$ cat config.mk
export PLATFORM = sky130hd
export DESIGN_NAME = irq_controller_flat
export DESIGN_NICKNAME = d
export VERILOG_FILES = /design/src/rtl/irq_controller_if.sv /design/src/rtl/irq_controller.sv /design/src/flat_wrapper.sv
export SDC_FILE = /design/constraint.sdc
export NUM_CORES = 1
export LEC_CHECK = 0
export CELL_PAD_IN_SITES_DETAIL_PLACEMENT = 0
export CELL_PAD_IN_SITES_GLOBAL_PLACEMENT = 1
export CORE_MARGIN = 8
export CORE_UTILIZATION = 25
export DETAILED_ROUTE_END_ITERATION = 7
export HOLD_SLACK_MARGIN = 0.02
export PLACE_DENSITY_LB_ADDON = 0.08
export SLEW_MARGIN = 20
export SYNTH_ARGS = -nofsm -noshare
export SYNTH_HDL_FRONTEND = slang
export SYNTH_SLANG_ARGS = --single-unit
$ cat constraint.sdc
create_clock -name clk -period 1.4 [get_ports clk]
set_input_delay 0.28 -clock clk [delete_from_list [all_inputs] [get_ports clk]]
set_output_delay 0.28 -clock clk [all_outputs]
set_load 0.1 [all_outputs]
$ cat src/rtl/irq_controller_if.sv
// Bundles the irq_controller's pipeline handshake, interrupt lines and register port.
// The master side is the core/peripheral bus; the slave side is the controller.
interface irq_controller_if #(
   parameter int unsigned NUM_SRC = 4
);
   logic [NUM_SRC-1:0] src_irq;
   logic               supervised;
   logic               irq_ack;
   logic               eret;
   logic [2:0]         cfg_addr;
   logic               cfg_we;
   logic [31:0]        cfg_wdata;
   logic [31:0]        cfg_rdata;
   logic               irq;
   logic               busy;

   modport master (
      output src_irq, supervised, irq_ack, eret, cfg_addr, cfg_we, cfg_wdata,
      input  cfg_rdata, irq, busy
   );

   modport slave (
      input  src_irq, supervised, irq_ack, eret, cfg_addr, cfg_we, cfg_wdata,
      output cfg_rdata, irq, busy
   );
endinterface

$ cat src/rtl/irq_controller.sv
// Interrupt controller: NUM_SRC edge-triggered external lines plus an optional reload
// timer, masked and prioritised (lowest pending index wins), presented to the ID-stage
// decoder as a registered irq that is held until irq_ack and silenced until eret.
// Optional timer is built only when IRQ_CTRL_TIMER_EN is defined; otherwise TH/TL/TCON
// read 0 and IPEND[0]/IMASK[0] are tied to 0.
module irq_controller #(
   parameter int unsigned NUM_SRC = 4,
   parameter int unsigned TIMER_W = 32
) (
   input logic          clk,
   input logic          reset_n,
   irq_controller_if.slave bus
);

   localparam int unsigned PW = NUM_SRC + 1;

`ifdef IRQ_CTRL_TIMER_EN
   localparam logic [NUM_SRC:0] PendMask = {PW{1'b1}};
`else
   localparam logic [NUM_SRC:0] PendMask = {{NUM_SRC{1'b1}}, 1'b0};
`endif

   typedef enum logic [1:0] {StIdle, StReq, StService} state_e;

   state_e             state_q, state_d;
   logic [NUM_SRC-1:0] sync1_q, sync2_q, hist_q;
   logic [NUM_SRC-1:0] src_rise;
   logic [NUM_SRC:0]   imask_q, imask_d;
   logic [NUM_SRC:0]   ipend_q, ipend_d;
   logic [NUM_SRC:0]   hw_set, w1c, act;
   logic [3:0]         cause_q, cause_d, sel;
   logic               timer_set;
   logic               wr_th, wr_tl, wr_tcon, wr_imask, wr_ipend;
   logic [31:0]        rdata;
   logic               unused_wdata;

   assign wr_th    = bus.cfg_we && (bus.cfg_addr == 3'd0);
   assign wr_tl    = bus.cfg_we && (bus.cfg_addr == 3'd1);
   assign wr_tcon  = bus.cfg_we && (bus.cfg_addr == 3'd2);
   assign wr_imask = bus.cfg_we && (bus.cfg_addr == 3'd3);
   assign wr_ipend = bus.cfg_we && (bus.cfg_addr == 3'd4);

   // Only some write-data bits reach state depending on parameters and build options.
   assign unused_wdata = ^bus.cfg_wdata;

`ifdef IRQ_CTRL_TIMER_EN
   logic [TIMER_W-1:0] th_q, th_d, tl_q, tl_d;
   logic [1:0]         tcon_q, tcon_d;

   // Timer next state: software TL write beats increment/reload; all-ones reloads TH.
   always_comb begin
      th_d      = th_q;
      tl_d      = tl_q;
      tcon_d    = tcon_q;
      timer_set = 1'b0;
      if (wr_th) begin
         th_d = bus.cfg_wdata[TIMER_W-1:0];
      end
      if (wr_tcon) begin
         tcon_d = bus.cfg_wdata[1:0];
      end
      if (wr_tl) begin
         tl_d = bus.cfg_wdata[TIMER_W-1:0];
      end else if (tcon_q[0]) begin
         if (&tl_q) begin
            tl_d      = th_q;
            timer_set = tcon_q[1];
         end else begin
            tl_d = tl_q + TIMER_W'(1);
         end
      end
   end

   // Timer registers.
   always_ff @(posedge clk or negedge reset_n) begin
      if (!reset_n) begin
         th_q   <= '0;
         tl_q   <= '0;
         tcon_q <= '0;
      end else begin
         th_q   <= th_d;
         tl_q   <= tl_d;
         tcon_q <= tcon_d;
      end
   end
`else
   assign timer_set = 1'b0;
`endif

   // Two-flop synchronizer followed by a history flop for rising-edge detection.
   always_ff @(posedge clk or negedge reset_n) begin
      if (!reset_n) begin
         sync1_q <= '0;
         sync2_q <= '0;
         hist_q  <= '0;
      end else begin
         sync1_q <= bus.src_irq;
         sync2_q <= sync1_q;
         hist_q  <= sync2_q;
      end
   end

   assign src_rise = sync2_q & ~hist_q;

   // Pending/mask next state: a hardware set in the same cycle as a W1C keeps the bit.
   always_comb begin
      hw_set  = {src_rise, timer_set} & PendMask;
      w1c     = wr_ipend ? bus.cfg_wdata[NUM_SRC:0] : '0;
      ipend_d = ((ipend_q & ~w1c) | hw_set) & PendMask;
      imask_d = wr_imask ? (bus.cfg_wdata[NUM_SRC:0] & PendMask) : imask_q;
   end

   // Pending and mask registers.
   always_ff @(posedge clk or negedge reset_n) begin
      if (!reset_n) begin
         ipend_q <= '0;
         imask_q <= '0;
      end else begin
         ipend_q <= ipend_d;
         imask_q <= imask_d;
      end
   end

   assign act = ipend_q & imask_q;

   // Fixed priority: lowest set index of act wins, so the timer (bit 0) is highest.
   always_comb begin
      sel = 4'd0;
      for (int i = int'(NUM_SRC); i >= 0; i--) begin
         if (act[i]) begin
            sel = 4'(i);
         end
      end
   end

   // Request FSM next state; ack takes precedence, so an eret in the ack cycle is dropped.
   always_comb begin
      state_d = state_q;
      cause_d = cause_q;
      unique case (state_q)
         StIdle: begin
            if ((|act) && !bus.supervised) begin
               state_d = StReq;
            end
         end
         StReq: begin
            if (bus.irq_ack) begin
               state_d = StService;
               cause_d = sel;
            end else if (!(|act)) begin
               state_d = StIdle;
            end
         end
         StService: begin
            if (bus.eret) begin
               state_d = StIdle;
            end
         end
         default: state_d = StIdle;
      endcase
   end

   // FSM state and captured cause.
   always_ff @(posedge clk or negedge reset_n) begin
      if (!reset_n) begin
         state_q <= StIdle;
         cause_q <= '0;
      end else begin
         state_q <= state_d;
         cause_q <= cause_d;
      end
   end

   assign bus.irq  = (state_q == StReq);
   assign bus.busy = (state_q == StService);

   // Combinational register read; unmapped indexes and absent registers return 0.
   always_comb begin
      rdata = '0;
      case (bus.cfg_addr)
`ifdef IRQ_CTRL_TIMER_EN
         3'd0:    rdata = 32'(th_q);
         3'd1:    rdata = 32'(tl_q);
         3'd2:    rdata = 32'(tcon_q);
`endif
         3'd3:    rdata = 32'(imask_q);
         3'd4:    rdata = 32'(ipend_q);
         3'd5:    rdata = 32'(cause_q);
         default: rdata = '0;
      endcase
   end

   assign bus.cfg_rdata = rdata;

endmodule

$ cat src/flat_wrapper.sv
// flat-port wrapper written by rule: the top's interface ports become plain ports
module irq_controller_flat 
#(
   parameter int unsigned NUM_SRC = 4,
   parameter int unsigned TIMER_W = 32
)
  (clk, reset_n, bus_src_irq, bus_supervised, bus_irq_ack, bus_eret, bus_cfg_addr, bus_cfg_we, bus_cfg_wdata, bus_cfg_rdata, bus_irq, bus_busy);
  irq_controller_if #(.NUM_SRC(NUM_SRC)) bus_i ();
  input logic clk;
  input logic reset_n;
  input wire logic [$bits(bus_i.src_irq)-1:0] bus_src_irq;
  input wire logic [$bits(bus_i.supervised)-1:0] bus_supervised;
  input wire logic [$bits(bus_i.irq_ack)-1:0] bus_irq_ack;
  input wire logic [$bits(bus_i.eret)-1:0] bus_eret;
  input wire logic [$bits(bus_i.cfg_addr)-1:0] bus_cfg_addr;
  input wire logic [$bits(bus_i.cfg_we)-1:0] bus_cfg_we;
  input wire logic [$bits(bus_i.cfg_wdata)-1:0] bus_cfg_wdata;
  output wire logic [$bits(bus_i.cfg_rdata)-1:0] bus_cfg_rdata;
  output wire logic [$bits(bus_i.irq)-1:0] bus_irq;
  output wire logic [$bits(bus_i.busy)-1:0] bus_busy;
  assign bus_i.src_irq = bus_src_irq;
  assign bus_i.supervised = bus_supervised;
  assign bus_i.irq_ack = bus_irq_ack;
  assign bus_i.eret = bus_eret;
  assign bus_i.cfg_addr = bus_cfg_addr;
  assign bus_i.cfg_we = bus_cfg_we;
  assign bus_i.cfg_wdata = bus_cfg_wdata;
  assign bus_cfg_rdata = bus_i.cfg_rdata;
  assign bus_irq = bus_i.irq;
  assign bus_busy = bus_i.busy;
  irq_controller #(.NUM_SRC(NUM_SRC), .TIMER_W(TIMER_W)) u_core (.clk(clk), .reset_n(reset_n), .bus(bus_i));
endmodule
Yosys cells after proc, flatten, opt, wreduce, memory -nomap -nowiden
Index checks and enable logic that the tools add are counted.

Register bits: 26. Bits of input ports: 45. Output and inout bits: 34.

Bitwise operators: 6. Equality and inequality tests: 8. Muxes and demuxes: 12. Reduce and logical (&&, ||, !) cells: 8.

Operators with widths (number): $mux 4 (4); $pmux 5 s3 (1); $and 5x5->5 (2); $mux 2 (4); $eq 3x3->1 const B (2); $pmux 2 s3 (1); $mux 5 (1); $not 5->5 (1); $or 5x5->5 (1); $reduce_or 5->1 (1); $and 4x4->4 (1); $not 4->4 (1); $eq 3x2->1 const B (1); $logic_and 1x1->1 (3); $mux 3 (1); $ne 3x3->1 const B (1); $reduce_and 3->1 (1); $eq 2x1->1 const B (1); $eq 2x2->1 const B (1); $logic_not 2->1 (1); $ne 2x1->1 const B (1); $ne 2x2->1 const B (1); $reduce_and 2->1 (1); $logic_not 1->1 (1).

Depth between registers and ports, before layout
Depth in word-level cells: 6. Mapped depth: 3.

Least setup slack after synthesis
Ideal clock, no wire load.

Path kind: register to output. From: register u_core.state_q[1]. To: output port bus_irq. Setup slack: -606 ps. Required time: 1120 ps. Stages on the path, launching flop included: 2. Data arrival time: 1726 ps. Path buffers: 0. Cell sequence: dfrtp_1 -> nor2b_1.

Cells in the longest elaborated chain, start to end: 1.

RTL lines: from (decl) (line irq_controller.sv:25) `state_e state_q, state_d;`; from (signal assigned) (line irq_controller.sv:166) `state_q <= StIdle;`; from (signal assigned) (line irq_controller.sv:169) `state_q <= state_d;`; $eq 2x1->1 (line irq_controller.sv:174) `assign bus.irq = (state_q == StReq);`; to (decl) (line flat_wrapper.sv:19) `output wire logic [$bits(bus_i.irq)-1:0] bus_irq;`.

Every way passes these cells.

Final worst setup path
From: register u_core.imask_q[1]. To: output port bus_cfg_rdata[1].

Cells in the longest elaborated chain, start to end: 1.

RTL lines: from (decl) (line irq_controller.sv:28) `logic [NUM_SRC:0] imask_q, imask_d;`; from (signal assigned) (line irq_controller.sv:120) `imask_q <= imask_d;`; $pmux 5 s3 (line irq_controller.sv:180) `case (bus.cfg_addr)`; to (decl) (line flat_wrapper.sv:18) `output wire logic [$bits(bus_i.cfg_rdata)-1:0] bus_cfg_rdata;`.

Every way passes these cells.

==> impl_summary.md <==
Die
Measured along the x axis, the die boundary spans 84.8 um. 79 I/O pins were placed. The initial core utilization is 25.4%. In this run the core area contains 25 standard-cell rows. The overall die height is 84.8 um. The floorplan step defined a die boundary enclosing 0.00720 mm^2. The core region area is 0.00466 mm^2.

Placed design
Routability-driven placement finished with a final weighted congestion of 0.707. Detailed placement finished with a half-perimeter wire length of 2.05 mm. During placement, the flow inserted port buffers numbering 23.

Drt
The count of nets left with antenna violations after detail routing is 0. The first routing iteration left 24 violations. In the routed design, unresolved DRC markers number 0. The number of iterations in the first detailed-routing pass is 4. The total via count in the routed design is 765.

The average via count per standard cell is 4.01. Summed over all layers, the routed wires come to 2.58 mm. The wire length per cell after detailed routing is 13.5 um.

Power
In this run the power density over the cells is 1570 mW/mm^2. The largest vdd supply drop is 0.578 mV. The internal portion of the total power is 1.47 mW.

Net switching is 42.6% of the power. The clock network is responsible for 16.2% of the overall power. The total net switching power is 1.09 mW. The reported leakage power is 0.802 nW. The power share of the combinational group is 47.6%. The proportion of power drawn by flip-flops and latches is 36.2%.

Critical path
The endpoint of the most critical register-to-register path is u_core.cause_q[1]. The largest single stage delay on the critical path is 400 ps. STA puts the critical path data arrival time at 1290 ps. Measured in cells, the most critical reg-to-reg path has a length of 5. The slowest cell on the critical path is sky130_fd_sc_hd__dfrtp_1.

For the worst setup path, the data required time is 1120 ps. The launching point of the worst reg2reg path is u_core.imask_q[2]. In this run the register-to-register setup slack is 140 ps. The critical path goes through a22o_1 -> a22o_4 -> buf_12.

The type of origin of the critical path is a flop. The peak fanout along the critical path is 2. The critical path capture point type is a primary output. The critical path in this run is classified as reg2out.

Finish
The net count reported at finish is 183. 0 antenna diodes ended up in the layout. In the final layout, the share of cells above drive strength 1 is 30.7%. The area growth from synthesis to final layout is 38.2%.

Fill cells in the final layout number 465.

Timing
The tightest hold path in the finished design has a slack of 356 ps. The final number of setup-violating endpoints is 4. The hold violation count in the final report is 0.

Setup repair after global routing could not meet its margin everywhere. After layout, the minimum clock period comes to 1570 ps. The setup clock skew after layout is 2.46 ps.

Once routing completed, OpenROAD measured the worst setup slack at -168 ps. After routing, the total negative slack on setup checks comes to -551 ps. The fraction of the cycle the final worst path needs is 112%. The highest attainable clock frequency is 638 MHz. The max-slew violation count is 0.

Synthesis
The area fraction of the dominant cell type after synthesis is 52.8%. The number of distinct library cells after synthesis is 22. The gate count after technology mapping is 100. The number of synthesized register bits is 25. Yosys mapped a number of flops with a built-in enable equal to 0. The number of warnings reported in the yosys synthesis log is 0. For this run, the register share of the synthesized area comes to 52.8%.

The most used flip-flop cell after synthesis is sky130_fd_sc_hd__dfrtp_1. The biggest area contributor in the post-synthesis netlist is sky130_fd_sc_hd__dfrtp_1. The mean instance size in the synthesized netlist is 11.8 um^2. The proportion of synthesized flip-flops having asynchronous set or reset is 100%.

The mapped netlist covers 0.00118 mm^2. By area the synthesized netlist is led by sky130_fd_sc_hd__dfrtp_1 (53%), sky130_fd_sc_hd__buf_4 (17%), sky130_fd_sc_hd__a22o_1 (8.1%), sky130_fd_sc_hd__mux2_4 (5.1%), sky130_fd_sc_hd__nand2_1 (2.5%).

Clocking
The source-to-sink clock delay at the later pin of the worst-skew pair is 260 ps. The number of H-tree levels is 1. Hold repair after CTS inserted 0 buffers. The TritonCTS buffer count is 3. The cell sitting at the root of the clock tree is a sky130_fd_sc_hd__clkbuf_8.

Clock-pin slew was measured on the worst setup and hold paths at 80 ps. The maximum clock insertion buffer count is 2. For this design, the sink count on the clock tree is 25. TritonCTS built the clock tree.

GRT
The global-route wire length before repair is 4.17 mm. Entering global routing, the biggest net connects 26 pins. The initial antenna violation count is 0. In the global route stage, overall resource usage came out at 7.20%.

Summed over all layers, the global routing overflow is 0. The number of global-route vias before repair is 788.

Min path
Counting instances, the worst hold path has a depth of 0. The worst min-delay path endpoint is u_core.sync2_q[0]. In this run the most critical hold path is launched from u_core.sync1_q[0]. The path type of the worst min-delay path is reg2reg.

Status
The run finished, with violations left. The final reports fail on setup timing.

Run
The number of maximum-capacitance violations is 0.
-- registers in the layout (all words and copies together) (netlist names) --
| name | flops |
|---|---|
| u_core.sync1_q | 4 |
| u_core.cause_q | 3 |
| u_core.ipend_q | 4 |
| u_core.state_q | 2 |
| u_core.hist_q | 4 |
| u_core.sync2_q | 4 |
| u_core.imask_q | 4 |
-- critical path, delay by kind of cell (launching register included) --
kind            cells  cell delay [ps]
compound gates      2              460
flops               1              400
buf+inv             1              160
-- layout make-up --
type	instances	area [um^2]	share of cell area [%]
flip-flops and latches	25	627	38.3
inverters	5	18.8	1.15
repair buffers	34	383	23.4
multi-input cells	69	495	30.3
clock inverters	1	5.00	0.306
well taps	54	67.6	4.13
clock buffers	3	41.3	2.52
-- worst max path at each step --
stage	start	end	slack, ps	cells after the start
floorplan	u_core.state_q[1]	bus_irq	-80	1
global placement	bus_cfg_addr[2]	bus_cfg_rdata[2]	-470	5
detailed placement	bus_cfg_addr[2]	bus_cfg_rdata[2]	-520	5
CTS	u_core.cause_q[1]	bus_cfg_rdata[1]	-170	3
global route	u_core.cause_q[1]	bus_cfg_rdata[1]	-210	3
finish	u_core.imask_q[1]	bus_cfg_rdata[1]	-170	3
-- placed cells by master (no fill, tap or decap) --
master                            netlist  routed
sky130_fd_sc_hd__inv_2                  0       1
sky130_fd_sc_hd__a22oi_2                0       1
sky130_fd_sc_hd__nand3b_1               1       1
sky130_fd_sc_hd__dfrtp_1               25      24
sky130_fd_sc_hd__nor2b_1                3       1
sky130_fd_sc_hd__a22o_4                 0       4
sky130_fd_sc_hd__buf_4                 27      10
sky130_fd_sc_hd__nor2_1                 2       2
sky130_fd_sc_hd__nor2b_4                0       1
sky130_fd_sc_hd__buf_6                  0       1
sky130_fd_sc_hd__dfrtp_2                0       1
sky130_fd_sc_hd__clkinv_2               0       1
sky130_fd_sc_hd__nand2_4                1       1
sky130_fd_sc_hd__o21ai_0                2       2
sky130_fd_sc_hd__and2b_2                0       1
sky130_fd_sc_hd__inv_1                  5       4
sky130_fd_sc_hd__buf_2                  0       1
sky130_fd_sc_hd__buf_12                 0       7
sky130_fd_sc_hd__clkdlybuf4s50_1        0      13
sky130_fd_sc_hd__mux2_1                 1       1
sky130_fd_sc_hd__mux2_4                 4       4
sky130_fd_sc_hd__and3b_2                1       1
sky130_fd_sc_hd__nand2b_4               0       1
sky130_fd_sc_hd__and4b_2                0       1
sky130_fd_sc_hd__a32oi_1                1       1
sky130_fd_sc_hd__a311oi_1               1       1
sky130_fd_sc_hd__nand2_1                8       8
sky130_fd_sc_hd__a22o_1                11       7
sky130_fd_sc_hd__clkdlybuf4s15_1        0       1
sky130_fd_sc_hd__conb_1                 1      27
sky130_fd_sc_hd__a32o_1                 1       1
sky130_fd_sc_hd__and4bb_1               1       1
sky130_fd_sc_hd__nor2b_2                0       1
sky130_fd_sc_hd__clkdlybuf4s15_2        0       1
sky130_fd_sc_hd__clkbuf_8               0       3
-- metal layers --
layer  GRT usage, %  routed length, um  up-vias
li1               -                  -      365
met1           9.23               1220      359
met2           10.5               1120       37
met3           2.61                195        4
met4           3.40                 42        0
met5              0                  0        -
-- through the flow --
step / total power [mW] / util, % / area [um^2] / worst slack [ps] / std cells
after floorplan: 1.77 / - / 1290 / -81.0 / 126
after global routing: 2.69 / 35.1 / 1640 / -209 / 191
after global placement: 2.03 / 32.1 / 1490 / -470 / 181
after detailed placement: 2.03 / 32.1 / 1490 / -519 / 181
after CTS: 2.50 / 33.9 / 1580 / -174 / 187
final: 2.57 / 35.1 / 1640 / -168 / 191
-- cells by family after synthesis --
logic type / count (synthesis) / share of synthesized area, %
other: 1 / 0.316
buffers and inverters: 32 / 18.7
DFF: 25 / 52.8
AOI/OAI and AO/OA: 17 / 11.9
and+or+nand+nor: 20 / 10.2
muxes: 5 / 6.02
-- Yosys cell counts (2+ instances only) --
library cell / instances
sky130_fd_sc_hd__mux2_4: 4
sky130_fd_sc_hd__inv_1: 5
sky130_fd_sc_hd__nor2b_1: 3
sky130_fd_sc_hd__o21ai_0: 2
sky130_fd_sc_hd__nand2_1: 8
sky130_fd_sc_hd__nor2_1: 2
sky130_fd_sc_hd__dfrtp_1: 25
sky130_fd_sc_hd__a22o_1: 11
sky130_fd_sc_hd__buf_4: 27
-- power by group through the flow --
stage	Combinational (mW)	Sequential (mW)	Clock, mW
floorplan	0.860	0.909	0
global placement	1.09	0.937	0
detailed placement	1.09	0.935	0
CTS	1.14	0.921	0.439
global route	1.28	0.949	0.461
finish	1.22	0.930	0.415
-- what timing repair did --
item / CTS / global route
pin swaps: 4 / 2
gates resized for setup: 14 / 7
setup buffers: 2 / 4
hold endpoints to repair: 0 / 0
setup endpoints to repair: 9 / 6
(Power assumes the default switching activity.)
